### src/rtl/t01_ai_move_scheduler.sv
// t01_ai_move_scheduler: runs one AI move per new piece.
// Launches the placement engine, walks its candidate list through an external
// board evaluator one index at a time, keeps the best (signed, strict-greater)
// score, and reports the winning rotation/x to game control.
// Optional build macro: T01_AI_SCHED_TIMEOUT_EN adds a WAIT/EVAL watchdog that
// ends the move with no_move after TIMEOUT_CYC cycles.
module t01_ai_move_scheduler #(
  parameter int SCORE_W = 16
`ifdef T01_AI_SCHED_TIMEOUT_EN
  , parameter int TIMEOUT_CYC = 1023
`endif
) (
  input  logic               clk,
  input  logic               reset,
  input  logic               piece_valid,
  input  logic [4:0]         piece_in,
  output logic [4:0]         pe_piece_type,
  output logic               pe_start,
  input  logic               pe_ready,
  input  logic [5:0]         pe_count,
  output logic [5:0]         cand_idx,
  input  logic [1:0]         cand_rot,
  input  logic [3:0]         cand_x,
  output logic               eval_req,
  input  logic               eval_ack,
  input  logic [SCORE_W-1:0] eval_score,
  input  logic               abort,
  output logic               busy,
  output logic               move_valid,
  output logic               no_move,
  output logic [1:0]         best_rot,
  output logic [3:0]         best_x,
  output logic [SCORE_W-1:0] best_score
);

  typedef enum logic [2:0] {
    IDLE, LAUNCH, WAIT, ISSUE, EVAL, RELEASE, DONE
  } state_t;

  state_t             state;
  logic [5:0]         count;
  logic               launch_cnt;
  logic               best_valid;
  logic               nomove_pend;
  logic               aborted;
  // Running best; copied to the best_* outputs only when a real move completes,
  // so a timeout or zero-candidate move leaves the previous result visible.
  logic [SCORE_W-1:0] run_score;
  logic [1:0]         run_rot;
  logic [3:0]         run_x;
  logic               tmo_hit;
  logic               abortable;
  logic               better;

`ifdef T01_AI_SCHED_TIMEOUT_EN
  localparam int TW = ($clog2(TIMEOUT_CYC + 1) < 10) ? 10 : $clog2(TIMEOUT_CYC + 1);
  logic [TW-1:0] tmo_cnt;

  // Watchdog counts only while parked in WAIT/EVAL; every entry into those
  // states comes from a non-counting state, which clears it.
  always_ff @(posedge clk or negedge reset) begin
    if (!reset) tmo_cnt <= '0;
    else if (state == WAIT || state == EVAL) tmo_cnt <= tmo_cnt + TW'(1);
    else tmo_cnt <= '0;
  end

  assign tmo_hit = (tmo_cnt >= TW'(TIMEOUT_CYC));
`else
  assign tmo_hit = 1'b0;
`endif

  assign abortable = (state == LAUNCH) || (state == WAIT) ||
                     (state == ISSUE)  || (state == EVAL);
  assign better    = !best_valid || ($signed(eval_score) > $signed(run_score));

  // Move sequencer; all outputs are registered here.
  always_ff @(posedge clk or negedge reset) begin
    if (!reset) begin
      state         <= IDLE;
      pe_piece_type <= '0;
      pe_start      <= 1'b0;
      cand_idx      <= '0;
      eval_req      <= 1'b0;
      busy          <= 1'b0;
      move_valid    <= 1'b0;
      no_move       <= 1'b0;
      best_rot      <= '0;
      best_x        <= '0;
      best_score    <= '0;
      count         <= '0;
      launch_cnt    <= 1'b0;
      best_valid    <= 1'b0;
      nomove_pend   <= 1'b0;
      aborted       <= 1'b0;
      run_score     <= '0;
      run_rot       <= '0;
      run_x         <= '0;
    end else begin
      move_valid <= 1'b0;
      no_move    <= 1'b0;
      eval_req   <= 1'b0;
      if (abort && abortable) begin
        // Abort beats a same-cycle eval_ack: nothing is scored.
        pe_start <= 1'b0;
        aborted  <= 1'b1;
        state    <= RELEASE;
      end else begin
        case (state)
          IDLE: begin
            if (piece_valid) begin
              pe_piece_type <= piece_in;
              best_valid    <= 1'b0;
              cand_idx      <= '0;
              count         <= '0;
              launch_cnt    <= 1'b0;
              nomove_pend   <= 1'b0;
              aborted       <= 1'b0;
              pe_start      <= 1'b1;
              busy          <= 1'b1;
              state         <= LAUNCH;
            end
          end
          // Two fixed cycles: engine's ready flag may be stale until it sees start.
          LAUNCH: begin
            if (launch_cnt) state <= WAIT;
            else launch_cnt <= 1'b1;
          end
          WAIT: begin
            if (pe_ready) begin
              count <= pe_count;
              if (pe_count == 6'd0) begin
                nomove_pend <= 1'b1;
                pe_start    <= 1'b0;
                state       <= RELEASE;
              end else begin
                eval_req <= 1'b1;
                state    <= ISSUE;
              end
            end else if (tmo_hit) begin
              nomove_pend <= 1'b1;
              pe_start    <= 1'b0;
              state       <= RELEASE;
            end
          end
          ISSUE: state <= EVAL;
          EVAL: begin
            if (eval_ack) begin
              if (better) begin
                run_score  <= eval_score;
                run_rot    <= cand_rot;
                run_x      <= cand_x;
                best_valid <= 1'b1;
              end
              if (cand_idx == count - 6'd1) begin
                pe_start <= 1'b0;
                state    <= RELEASE;
              end else begin
                cand_idx <= cand_idx + 6'd1;
                eval_req <= 1'b1;
                state    <= ISSUE;
              end
            end else if (tmo_hit) begin
              nomove_pend <= 1'b1;
              pe_start    <= 1'b0;
              state       <= RELEASE;
            end
          end
          // Wait for the engine to drop ready (back in its IDLE) before reporting.
          RELEASE: begin
            if (abort) aborted <= 1'b1;
            if (!pe_ready) begin
              if (aborted || abort) begin
                busy  <= 1'b0;
                state <= IDLE;
              end else begin
                move_valid <= 1'b1;
                no_move    <= nomove_pend;
                if (!nomove_pend) begin
                  best_score <= run_score;
                  best_rot   <= run_rot;
                  best_x     <= run_x;
                end
                state <= DONE;
              end
            end
          end
          DONE: begin
            busy  <= 1'b0;
            state <= IDLE;
          end
          default: begin
            pe_start <= 1'b0;
            busy     <= 1'b0;
            state    <= IDLE;
          end
        endcase
      end
    end
  end

endmodule
### config.mk
export PLATFORM = sky130hd
export DESIGN_NAME = t01_ai_move_scheduler
export DESIGN_NICKNAME = d
export VERILOG_FILES = /design/src/rtl/t01_ai_move_scheduler.sv
export SDC_FILE = /design/constraint.sdc
export NUM_CORES = 1
export LEC_CHECK = 0
export CORE_MARGIN = 10
export CORE_UTILIZATION = 30
export DETAILED_ROUTE_END_ITERATION = 6
export PLACE_DENSITY = 0.52
export SLEW_MARGIN = 20
export SYNTH_ARGS = -nofsm -noshare
export SYNTH_HDL_FRONTEND = slang
export SYNTH_SLANG_ARGS = --single-unit
### constraint.sdc
create_clock -name clk -period 2.9 [get_ports clk]
set_input_delay 0.87 -clock clk [delete_from_list [all_inputs] [get_ports clk]]
set_output_delay 0.87 -clock clk [all_outputs]
set_load 0.02 [all_outputs]
# After elaboration in Yosys (flattened, before gate mapping)

Cells that the tools add are included.

Equality and inequality tests: 24
$add $sub $neg: 2
Bitwise logic cells: 5
Order comparisons: 1
Reductions and logical operators: 27
Multiplexer cells: 51

Operators by type and width:

| kind                                                   | number |
|---|---|
| AND reduction 5 bit                                    | 6 |
| two-way mux 1 bit                                      | 28 |
| two-way mux 3 bit                                      | 9 |
| two-way mux 6 bit                                      | 4 |
| one-hot mux 6 bit (2 select lines)                     | 2 |
| one-hot mux 3 bit (6 select lines)                     | 1 |
| greater-than comparator 16 bit                         | 1 |
| inequality test 2 bit (second input constant)          | 7 |
| one-hot mux 1 bit (2 select lines)                     | 5 |
| == test 3 bit (second input constant)                  | 3 |
| inequality test 3 x 2 -> 1 bit (second input constant) | 3 |
| inequality test 3 bit (second input constant)          | 3 |
| AND reduction 3 bit                                    | 3 |
| AND reduction 4 bit                                    | 2 |
| OR reduction 4 bit                                     | 2 |
| adder 6 x 1 -> 6 bit (second input constant)           | 1 |
| == test 3 x 2 -> 1 bit (second input constant)         | 2 |
| == test 6 bit                                          | 1 |
| logical NOT 6 bit                                      | 1 |
| inequality test 3 x 1 -> 1 bit (second input constant) | 2 |
| AND reduction 6 bit                                    | 1 |
| nonzero test 2 bit                                     | 3 |
| subtractor 6 x 1 -> 6 bit (second input constant)      | 1 |
| logical OR 1 bit                                       | 5 |
| 9 further kinds                                        | 14 |

Register bits after elaboration: 73
Input port bits: 39
Output and inout port bits: 38
Word-level logic and storage cells: 129

# Logic depth before layout (Yosys ltp)

Depth after elaboration: 7
Depth in mapped cells: 9
Depth with buffers taken out: 8

# Worst setup path before layout

No wires, ideal clock.

Path kind: in2reg
Start point: input port eval_score[15]
End point: register run_rot[0]
Arrival time: 2559 ps
Setup slack: 216 ps
Required time: 2775 ps
Stages on the path: 7
Buffers on the path: 1
Setup time: 125 ps
Path through: ha_1 nand3_1 nor4_1 a221oi_1 a211o_1 buf_6 mux2_4

Cells in the longest elaborated chain, start to end: 3

RTL lines:

| what                                 | RTL line | text |
|---|---|---|
| start, declared                      | 26       | `input logic [SCORE_W-1:0] eval_score,` |
| greater-than comparator 16 bit       | 74       | `assign better = !best_valid \|\| ($signed(eval_score) > $signed(run_score));` |
| logical OR 1 bit                     | 74       |  |
| AND reduction 4 bit (no source line) | --       |  |
| end signal, assigned                 | 150      | `run_rot <= cand_rot;` |
| end, declared                        | 49       | `logic [1:0] run_rot;` |

No other way between the ends.
A chain may end at the register's enable or synchronous reset.

==> impl_metrics.ini <==
[critical_path]
cp.required_ps = 3110
path_delay_family = simple AND/OR/NAND/NOR gates
cp_num_buf_inv = 2
worstPathMaxFanout = 8
r2r_cells = 7
crit_arrival_ps = 3080
startpoint = pe_ready
crit_end = run_x[2]
end_kind = flop
rr_endpoint = run_x[2]
crit_cells = 8
cp_cell_sequence = clkdlybuf4s50_1 -> and2b_1 -> o31a_1 -> o21ai_1 -> or4_1 -> a211o_4 -> clkbuf_16 -> mux2_4
rr_startpoint = state[1]
slowest_stage = or4_1
critPathMaxStageDelay_ps = 480
critical_path_class = input pin to flop
r2r_slack_ps = 310
setup.worst_path.start_class = input pin

[die]
core_region_area_sq_um = 12200
die_w_microns = 132
ioPinCount = 77
chipHeight_microns = 132
rows = 40
die_area_sq_um = 17500
initial_core_util = 0.310

[clock_tree]
cts_buffer_depth = 2
holdBufCountCts = 0
cts_buffers = 9
insertion_delay_ps = 330
clock-root-buffer = clkbuf_16
htree_levels = 3
path_clk_slew_ps = 60
cts_tree = done
clock_sinks = 73

[yosys]
yosysMostFrequentCell = dfrtp_1
synth-edff-count = 0
synth_nets = 408
synth-main-ff-cell = dfrtp_1
synthArstFlopShare = 1.00
synthesis.area_sq_um = 3770
yosysSeqAreaShare = 0.484
syn_inst = 351
synthTopCellsByArea = dfrtp_1 (48%), mux2_4 (8.0%), mux2_1 (7.2%)
ys_warn_count = 0
synth.top_cell.area_share = 0.484
synthTopCellsByCount = dfrtp_1 (73), nand2_1 (50), inv_1 (24), mux2_1 (24), mux2_4 (20)
synth_top_area_cell = dfrtp_1
avgSynthCellArea_sq_um = 10.7
yosys.cell_types.count = 50
ys_ff_latch = 73

[grt]
grt_overflow = 0
antenna_found_initial = 0
use_met1 = 0.144
grt_max_degree = 44
grt_use_total = 0.107
busiest_layer = met2
grt_use_met2 = 0.158
first_global_vias = 2917
grt_pass1_wl_mm = 15.3
use_met3 = 0.0290

[pwr]
p_seq_frac = 0.354
power_density_nw_per_um2 = 912
clockPowerShare = 0.233
switching_share = 0.351
netSwitchingPower_mw = 1.69
combPwrFrac = 0.413
finalPower_mw = 4.81
p_int_mw = 3.12
power.static_leakage_nw = 2.48
ir_drop_mv = 0.295

[timing]
slew_violations = 0
hold_viol_final = 0
fin_setup_tns_ps = 0
finalWorstSetupSlack_ps = 37.8
period_share = 0.987
slew_headroom = 0.676
fin_crit_ps = 2860
setup_viol_count_final = 0
tightest_slew_ps = 473
skew_ps = 7.03
clock.fmax_ghz = 0.349

[cells_and_area]
stdcell_count = 621
ff_latch_area_sq_um = 1830
design.final.nets = 505
fin_util = 0.434
fillCellCount = 1172
area_growth_pct = 39.8
multiInputGateArea_sq_um = 1840
diodes = 0
drive_gt1_frac = 0.146

[flow_run]
max-cap-violations = 0

[placed_design]
post-dp-hpwl_mm = 7.10
dp_slack_ps = -368
placed_cells = 604
port_buffers = 76
routabilityCongestion = 0.882

[detailed_routing]
routed_via_density = 4.71
vias = 2925
post_drt_wl_per_cell_microns = 15.2
drtPass1Iterations = 4
drc = 0
drtIter0Drc = 181
totalWireLength_mm = 9.43
antenna_left = 0

[min_path]
hold_path_depth = 2
hold_class = flop to flop

[outcome]
status = finished clean
-- flip-flops by register name, indices dropped and copies added (netlist names) --
name,count
move_valid,1
best_rot,2
eval_req,1
launch_cnt,1
run_score,16
count,6
nomove_pend,1
state,3
run_x,4
busy,1
pe_start,1
cand_idx,6
best_score,16
best_x,4
best_valid,1
no_move,1
run_rot,2
aborted,1
pe_piece_type,5
-- logic make-up (layout without fill, tap and decap cells) --
family                     Yosys count  in the layout  synth area share
AOI/OAI and AO/OA                   53             53            0.0899
buffers and inverters               37            139            0.0421
DFF                                 73             73             0.484
adders and majority gates           18             18            0.0597
and+or+nand+nor                    117            117             0.151
muxes                               47             47             0.159
xor gates and xnor gates             6              6            0.0139
-- worst min-delay path by stage --
stage	slack [ps]	to	startpoint
2_1_floorplan	460	run_x[0]	run_x[0]
3_3_place_gp	460	pe_piece_type[4]	pe_piece_type[4]
3_5_place_dp	460	pe_piece_type[4]	pe_piece_type[4]
4_1_cts	480	pe_piece_type[4]	pe_piece_type[4]
5_1_grt	490	best_score[8]	best_score[8]
6_report	470	pe_piece_type[4]	pe_piece_type[4]
-- metrics by stage --
stage	hold WS (ps)	area, sq um
after global placement	465	4880
final	475	5270
after global routing	493	5270
after CTS	477	5190
after detailed placement	461	4880
after floorplan	460	3770
-- metal layers --
layer / wire [microns] / part of all wire
met1: 4580 / 0.49
met5: 0 / 0
met2: 4210 / 0.45
met3: 528 / 0.056
met4: 119 / 0.013
-- cells in the final DEF, fill, tap and decap left out, types with 6 or more instances in the layout --
master,instances
nand2_1,50
nand2b_1,6
or4_1,6
nor2_1,17
clkbuf_16,10
nand3_1,6
clkdlybuf4s50_1,72
ha_1,17
nor3_1,6
mux2_1,24
dfrtp_1,73
buf_4,19
o21ai_0,17
mux2_4,20
inv_1,24
a21oi_1,11
-- cell type report --
cell class | instances | share of cell area
Clock buffer | 11 | 0.0460
Clock inverter | 5 | 0.0119
Inverter | 24 | 0.0171
Multi-Input combinational cell | 241 | 0.350
Sequential cell | 73 | 0.346
Tap cell | 168 | 0.0399
Timing Repair Buffer | 99 | 0.189
-- power groups by stage --
stage	registers, mW	logic [mW]	clock network, mW
after floorplan	1.79	1.08	0
after global placement	1.71	1.91	0
after detailed placement	1.71	1.95	0
after CTS	1.70	1.95	1.15
after global routing	1.77	2.18	1.20
final	1.70	1.98	1.12
-- repair_timing --
action	4_1_cts	5_1_grt
cloned	0	1
pin swaps	0	7
buffers inserted	0	0
resized for setup	1	10
endpoints found under the setup margin	3	22
-- tightest hold or removal path: cells and delay by family, from the launching register on --
kind          cells  cell delay [ps]
flops             1              340
simple gates      2              110
Power figures use the tool's default switching activity.
